File: src/rtl/mem_arbiter.sv
// Round-robin arbiter sharing one memory-controller port between instruction fetch
// and data access; holds each access across the busy window and aborts stuck ones.
module mem_arbiter #(
  parameter int unsigned ADDR_WIDTH     = 32,
  parameter int unsigned DATA_WIDTH     = 32,
  parameter int unsigned TIMEOUT_CYCLES = 255
) (
  input  logic                  clk,
  input  logic                  rst,
  input  logic                  if_req,
  input  logic [ADDR_WIDTH-1:0] if_addr,
  output logic [DATA_WIDTH-1:0] if_rdata,
  output logic                  if_ack,
  output logic                  if_err,
  input  logic                  d_req,
  input  logic [ADDR_WIDTH-1:0] d_addr,
  input  logic                  d_is_write,
  input  logic [DATA_WIDTH-1:0] d_wdata,
  output logic [DATA_WIDTH-1:0] d_rdata,
  output logic                  d_ack,
  output logic                  d_err,
  output logic                  mem_req,
  output logic [ADDR_WIDTH-1:0] mem_addr,
  output logic                  mem_is_write,
  output logic [DATA_WIDTH-1:0] mem_data_out,
  input  logic [DATA_WIDTH-1:0] mem_data_in,
  input  logic                  mem_busy
);

  localparam int unsigned       CNT_W   = 16;
  localparam logic [CNT_W-1:0]  TO_LAST = CNT_W'(TIMEOUT_CYCLES - 1);

  typedef enum logic [1:0] {S_IDLE, S_ISSUE, S_WAIT} state_t;

  state_t                r_state, w_state_nxt;
  logic                  r_last_d, w_last_d_nxt;
  logic [CNT_W-1:0]      r_cnt, w_cnt_nxt;
  logic [DATA_WIDTH-1:0] r_if_rdata, w_if_rdata_nxt;
  logic                  r_if_ack, w_if_ack_nxt;
  logic                  r_if_err, w_if_err_nxt;
  logic [DATA_WIDTH-1:0] r_d_rdata, w_d_rdata_nxt;
  logic                  r_d_ack, w_d_ack_nxt;
  logic                  r_d_err, w_d_err_nxt;
  logic                  r_mem_req, w_mem_req_nxt;
  logic [ADDR_WIDTH-1:0] r_mem_addr, w_mem_addr_nxt;
  logic                  r_mem_is_write, w_mem_is_write_nxt;
  logic [DATA_WIDTH-1:0] r_mem_data_out, w_mem_data_out_nxt;
  logic                  w_done, w_done_err;
  logic [DATA_WIDTH-1:0] w_done_data;

  // A master is not eligible in its own ack cycle, since it has not dropped req yet
  logic w_if_elig, w_d_elig, w_grant_d;
  assign w_if_elig = if_req && !r_if_ack;
  assign w_d_elig  = d_req && !r_d_ack;
  assign w_grant_d = w_d_elig && (!w_if_elig || !r_last_d);

  always_ff @(posedge clk) begin
    if (rst) begin
      r_state        <= S_IDLE;
      r_last_d       <= 1'b0;
      r_cnt          <= '0;
      r_if_rdata     <= '0;
      r_if_ack       <= 1'b0;
      r_if_err       <= 1'b0;
      r_d_rdata      <= '0;
      r_d_ack        <= 1'b0;
      r_d_err        <= 1'b0;
      r_mem_req      <= 1'b0;
      r_mem_addr     <= '0;
      r_mem_is_write <= 1'b0;
      r_mem_data_out <= '0;
    end else begin
      r_state        <= w_state_nxt;
      r_last_d       <= w_last_d_nxt;
      r_cnt          <= w_cnt_nxt;
      r_if_rdata     <= w_if_rdata_nxt;
      r_if_ack       <= w_if_ack_nxt;
      r_if_err       <= w_if_err_nxt;
      r_d_rdata      <= w_d_rdata_nxt;
      r_d_ack        <= w_d_ack_nxt;
      r_d_err        <= w_d_err_nxt;
      r_mem_req      <= w_mem_req_nxt;
      r_mem_addr     <= w_mem_addr_nxt;
      r_mem_is_write <= w_mem_is_write_nxt;
      r_mem_data_out <= w_mem_data_out_nxt;
    end
  end

  always_comb begin
    w_state_nxt        = r_state;
    w_last_d_nxt       = r_last_d;
    w_cnt_nxt          = r_cnt;
    w_if_rdata_nxt     = r_if_rdata;
    w_if_ack_nxt       = 1'b0;
    w_if_err_nxt       = 1'b0;
    w_d_rdata_nxt      = r_d_rdata;
    w_d_ack_nxt        = 1'b0;
    w_d_err_nxt        = 1'b0;
    w_mem_req_nxt      = 1'b0;
    w_mem_addr_nxt     = r_mem_addr;
    w_mem_is_write_nxt = r_mem_is_write;
    w_mem_data_out_nxt = r_mem_data_out;
    w_done             = 1'b0;
    w_done_err         = 1'b0;
    w_done_data        = '0;

    case (r_state)
      S_IDLE: begin
        if (w_if_elig || w_d_elig) begin
          w_state_nxt        = S_ISSUE;
          w_mem_req_nxt      = 1'b1;
          w_last_d_nxt       = w_grant_d;
          w_mem_addr_nxt     = w_grant_d ? d_addr : if_addr;
          w_mem_is_write_nxt = w_grant_d && d_is_write;
          w_mem_data_out_nxt = w_grant_d ? d_wdata : r_mem_data_out;
        end
      end
      S_ISSUE: begin
        w_mem_req_nxt = mem_busy;
        if (!mem_busy) begin
          w_state_nxt = S_WAIT;
          w_cnt_nxt   = '0;
        end
      end
      S_WAIT: begin
        // r_cnt == 0 marks the first WAIT cycle, where the controller has not yet raised busy
        w_cnt_nxt = r_cnt + CNT_W'(1);
        if ((r_cnt != '0) && !mem_busy) begin
          w_done      = 1'b1;
          w_done_data = r_mem_is_write ? '0 : mem_data_in;
        end else if (r_cnt == TO_LAST) begin
          w_done     = 1'b1;
          w_done_err = 1'b1;
        end
      end
      default: w_state_nxt = S_IDLE;
    endcase

    if (w_done) begin
      w_state_nxt = S_IDLE;
      if (r_last_d) begin
        w_d_ack_nxt   = 1'b1;
        w_d_err_nxt   = w_done_err;
        w_d_rdata_nxt = w_done_data;
      end else begin
        w_if_ack_nxt   = 1'b1;
        w_if_err_nxt   = w_done_err;
        w_if_rdata_nxt = w_done_data;
      end
    end
  end

  assign if_rdata     = r_if_rdata;
  assign if_ack       = r_if_ack;
  assign if_err       = r_if_err;
  assign d_rdata      = r_d_rdata;
  assign d_ack        = r_d_ack;
  assign d_err        = r_d_err;
  assign mem_req      = r_mem_req;
  assign mem_addr     = r_mem_addr;
  assign mem_is_write = r_mem_is_write;
  assign mem_data_out = r_mem_data_out;

endmodule

File: config.mk
export PLATFORM = sky130hd
export DESIGN_NAME = mem_arbiter
export DESIGN_NICKNAME = d
export VERILOG_FILES = /design/src/rtl/mem_arbiter.sv
export SDC_FILE = /design/constraint.sdc
export NUM_CORES = 1
export LEC_CHECK = 0
export CAP_MARGIN = 10
export CORE_UTILIZATION = 35
export CTS_BUF_LIST = sky130_fd_sc_hd__clkbuf_4 sky130_fd_sc_hd__clkbuf_8 sky130_fd_sc_hd__clkbuf_16
export DETAILED_ROUTE_END_ITERATION = 12
export GPL_ROUTABILITY_DRIVEN = 0
export GPL_TIMING_DRIVEN = 0
export PLACE_DENSITY = 0.67
export SLEW_MARGIN = 0
export SYNTH_ARGS = -nofsm -noshare
export SYNTH_HDL_FRONTEND = slang
export SYNTH_SLANG_ARGS = --single-unit
File: constraint.sdc
create_clock -name clk -period 4.45 [get_ports clk]
set_input_delay 0.6675 -clock clk [delete_from_list [all_inputs] [get_ports clk]]
set_output_delay 0.6675 -clock clk [all_outputs]
set_load 0.02 [all_outputs]
==> flow_summary.json <==
{
  "whs_ns": 0.4551,
  "antenna_found_initial": 0,
  "seq_area_frac_synth_pct": 54.05,
  "clk_pin_slew_ns": 0.06,
  "drtIter0Drc": 189,
  "finalMaxSlewViolations": 0,
  "ys_types": 40,
  "worstMarginPinSlew_ns": 0.7442,
  "numPlacedInstances": 1052,
  "fin_cells": 1084,
  "p_seq_share_pct": 43.5,
  "netlist_instances": 569,
  "outcome": "finished clean",
  "p_leak_nw": 3.444,
  "arrival_ns": 3.10,
  "netlist_top_cells_area": "dfxtp_1 (54%), a22o_1 (9.9%), mux2i_1 (5.7%)",
  "rows": 46,
  "synth.avg_cell_area_sq_um": 9.959,
  "dieHeight_um": 129.2,
  "grt_start_max_net_pins": 17,
  "ir_drop_mv": 0.2673,
  "yosys.area.top_type": "dfxtp_1",
  "drc": 0,
  "avgViaCountPerCell": 4.969,
  "synth_nets": 706,
  "cp-end-kind": "flip-flop",
  "insertedDiodeCount": 0,
  "cts_sinks": 153,
  "grt_pass1_wl_mm": 27.12,
  "yosys_warnings": 0,
  "cts_tree": "yes",
  "die-area_sq_mm": 0.01670,
  "relSlewSlack_pct": 50.28,
  "coreArea_sq_mm": 0.01583,
  "clock_power_share_pct": 39.4,
  "sw_frac_of_total_pct": 27.32,
  "seq_area_sq_mm": 0.003063,
  "port_buffers": 267,
  "grt_usage_pct": 21.28,
  "period_share_pct": 61.62,
  "max_freq_mhz": 364.7,
  "grt_setup_unrepaired": "false",
  "cts_hold_buf": 0,
  "fin_ws_ns": 1.708,
  "cp_max_fo": 10,
  "post_cts_buffers": 0,
  "hpwlAfterDp_mm": 13.94,
  "initial_core_util_pct": 35.80,
  "num-fill-cells": 1347,
  "post_synth_instance_area_sq_mm": 0.005667,
  "drive_above_1_share_pct": 6.567,
  "grt_pass1_vias": 5291,
  "hold_viol": 0,
  "synth_seq_cells": 153,
  "layout_min_cycle_time_ns": 2.742,
  "avgRoutedWirePerCell_um": 16.46,
  "cts_resized": 0,
  "setup-violations-final": 0,
  "tns_ns": 0,
  "num_vias": 5386,
  "drtAntennaViolNets": 0,
  "netlist.area_leader.share_pct": 54.05,
  "fin_skew_ns": 0.01051,
  "hold_path_class": "flip-flop to flip-flop",
  "pwr-share-comb_pct": 17.1,
  "grt_overflow": 0,
  "critPathRequiredTime_ns": 4.81,
  "syn_to_final_growth_pct": 61.69,
  "clk_latency_ns": 0.42,
  "die_w_um": 129.2,
  "internal_power_w": 0.002468,
  "p_switching_w": 0.0009275,
  "critPathLaunchType": "flip-flop",
  "root_buffer": "clkbuf_16",
  "ios": 268,
  "crit_type": "flip-flop to flip-flop",
  "clk_path_buf_depth": 2,
  "maxCapViolations": 0,
  "first_pass_iters": 5,
  "dp_worst_setup_slack_ns": 1.371,
  "fin_util_pct": 57.89,
  "cts-htree-levels": 4,
  "fin_nets": 992,
  "multi_input_area_sq_mm": 0.002371,
  "wl_mm": 17.84,
  "tritoncts.num_buffers": 17,
  "power.density_mw_per_mm2": 370.6
}
metal layers:
| layer | share of wire, % | global-route usage (%) |
|---|---|---|
| met1 | 39 | 22.35 |
| met2 | 50 | 39.60 |
| met3 | 9.3 | 6.647 |
| met4 | 1.8 | 7.889 |
| met5 | 0 | 0 |
metrics by stage:
step / instance area [sq um] / total power (W)
final: 9163 / 0.003396
after global routing: 9163 / 0.003539
after CTS: 9163 / 0.003426
after detailed placement: 8610 / 0.002092
after global placement: 8610 / 0.002082
after floorplan: 5667 / 0.001772
final cells by class:
type	count	area share [%]
Multi-Input combinational cell	369	25.88
Timing Repair Buffer	267	29.17
Clock buffer	18	4.793
Clock inverter	14	1.243
Inverter	5	0.2048
Buffer	42	2.335
Tap cell	216	2.950
Sequential cell	153	33.43
sequential cells by signal, summed over array words and instances, names as in the netlist, 2 cells and up:
signal,flops
r_state,2
r_cnt,16
mem_addr,32
d_rdata,32
if_rdata,32
mem_data_out,32
layout by cell type, fill, tap and decap left out, drive strengths merged, types with 15 or more instances in the layout:
cell type,netlist,final
a22o,64,64
buf,15,15
clkdlybuf4s50,0,267
a21oi,45,45
a211oi,35,35
nand2,73,73
dfxtp,153,153
nor2,55,55
clkbuf,27,45
mux2i,32,32
power groups by stage:
stage | logic [W] | registers, W | clock network (W)
after global placement | 0.000578 | 0.00150 | 0
after CTS | 0.000587 | 0.00148 | 0.00136
after detailed placement | 0.000585 | 0.00151 | 0
final | 0.000582 | 0.00148 | 0.00134
after global routing | 0.000628 | 0.00148 | 0.00143
after floorplan | 0.000197 | 0.00158 | 0
kinds of logic (layout without fill, tap and decap cells):
logic type / after synthesis / after routing / synth area share [%]
AND/OR/NAND/NOR: 170 / 170 / 13.65
AO/OA/AOI/OAI: 157 / 157 / 20.71
XOR/XNOR: 5 / 5 / 0.7729
buffers and inverters: 47 / 346 / 4.107
adder cells (fa/ha/maj): 3 / 3 / 0.6625
flip-flops: 153 / 153 / 54.05
multiplexers: 34 / 34 / 6.050
cell usage after synthesis, drive strengths merged:
library cell and count:
a211oi 35, a21oi 45, a22o 64, a31oi 2
and2 1, and3 1, and4 1, buf 15
clkbuf 27, dfxtp 153, ha 3, inv 5
mux2 2, mux2i 32, nand2 73, nand2b 6
nand3 6, nand4 3, nor2 55, nor2b 1
nor3 6, nor3b 2, nor4 3, o21ai 5
o21bai 1, o311ai 2, o31ai 3, or2 2
or3 3, or3b 1, or4 4, or4b 2
xnor2 3, xor2 2
worst max-delay path: stages, from the launching register on:
cell	delay, ns
dfxtp_1	0.42
inv_1	0.11
ha_1	0.20
or4b_4	0.21
nor4_4	0.04
a211oi_4	0.47
nor3b_1	0.68
buf_2	0.36
a22o_1	0.20
path summary, 6_finish.rpt:
check	start	to	slack (ns)	depth (start not counted)
worst max-delay path	r_cnt[0]	d_rdata[18]	1.71	8
worst min register to register	mem_data_out[0]	mem_data_out[0]	0.46	2
worst min-delay path	mem_data_out[0]	mem_data_out[0]	0.46	2
worst max register to register	r_cnt[0]	d_rdata[18]	1.71	8
(Power assumes the default switching activity.)
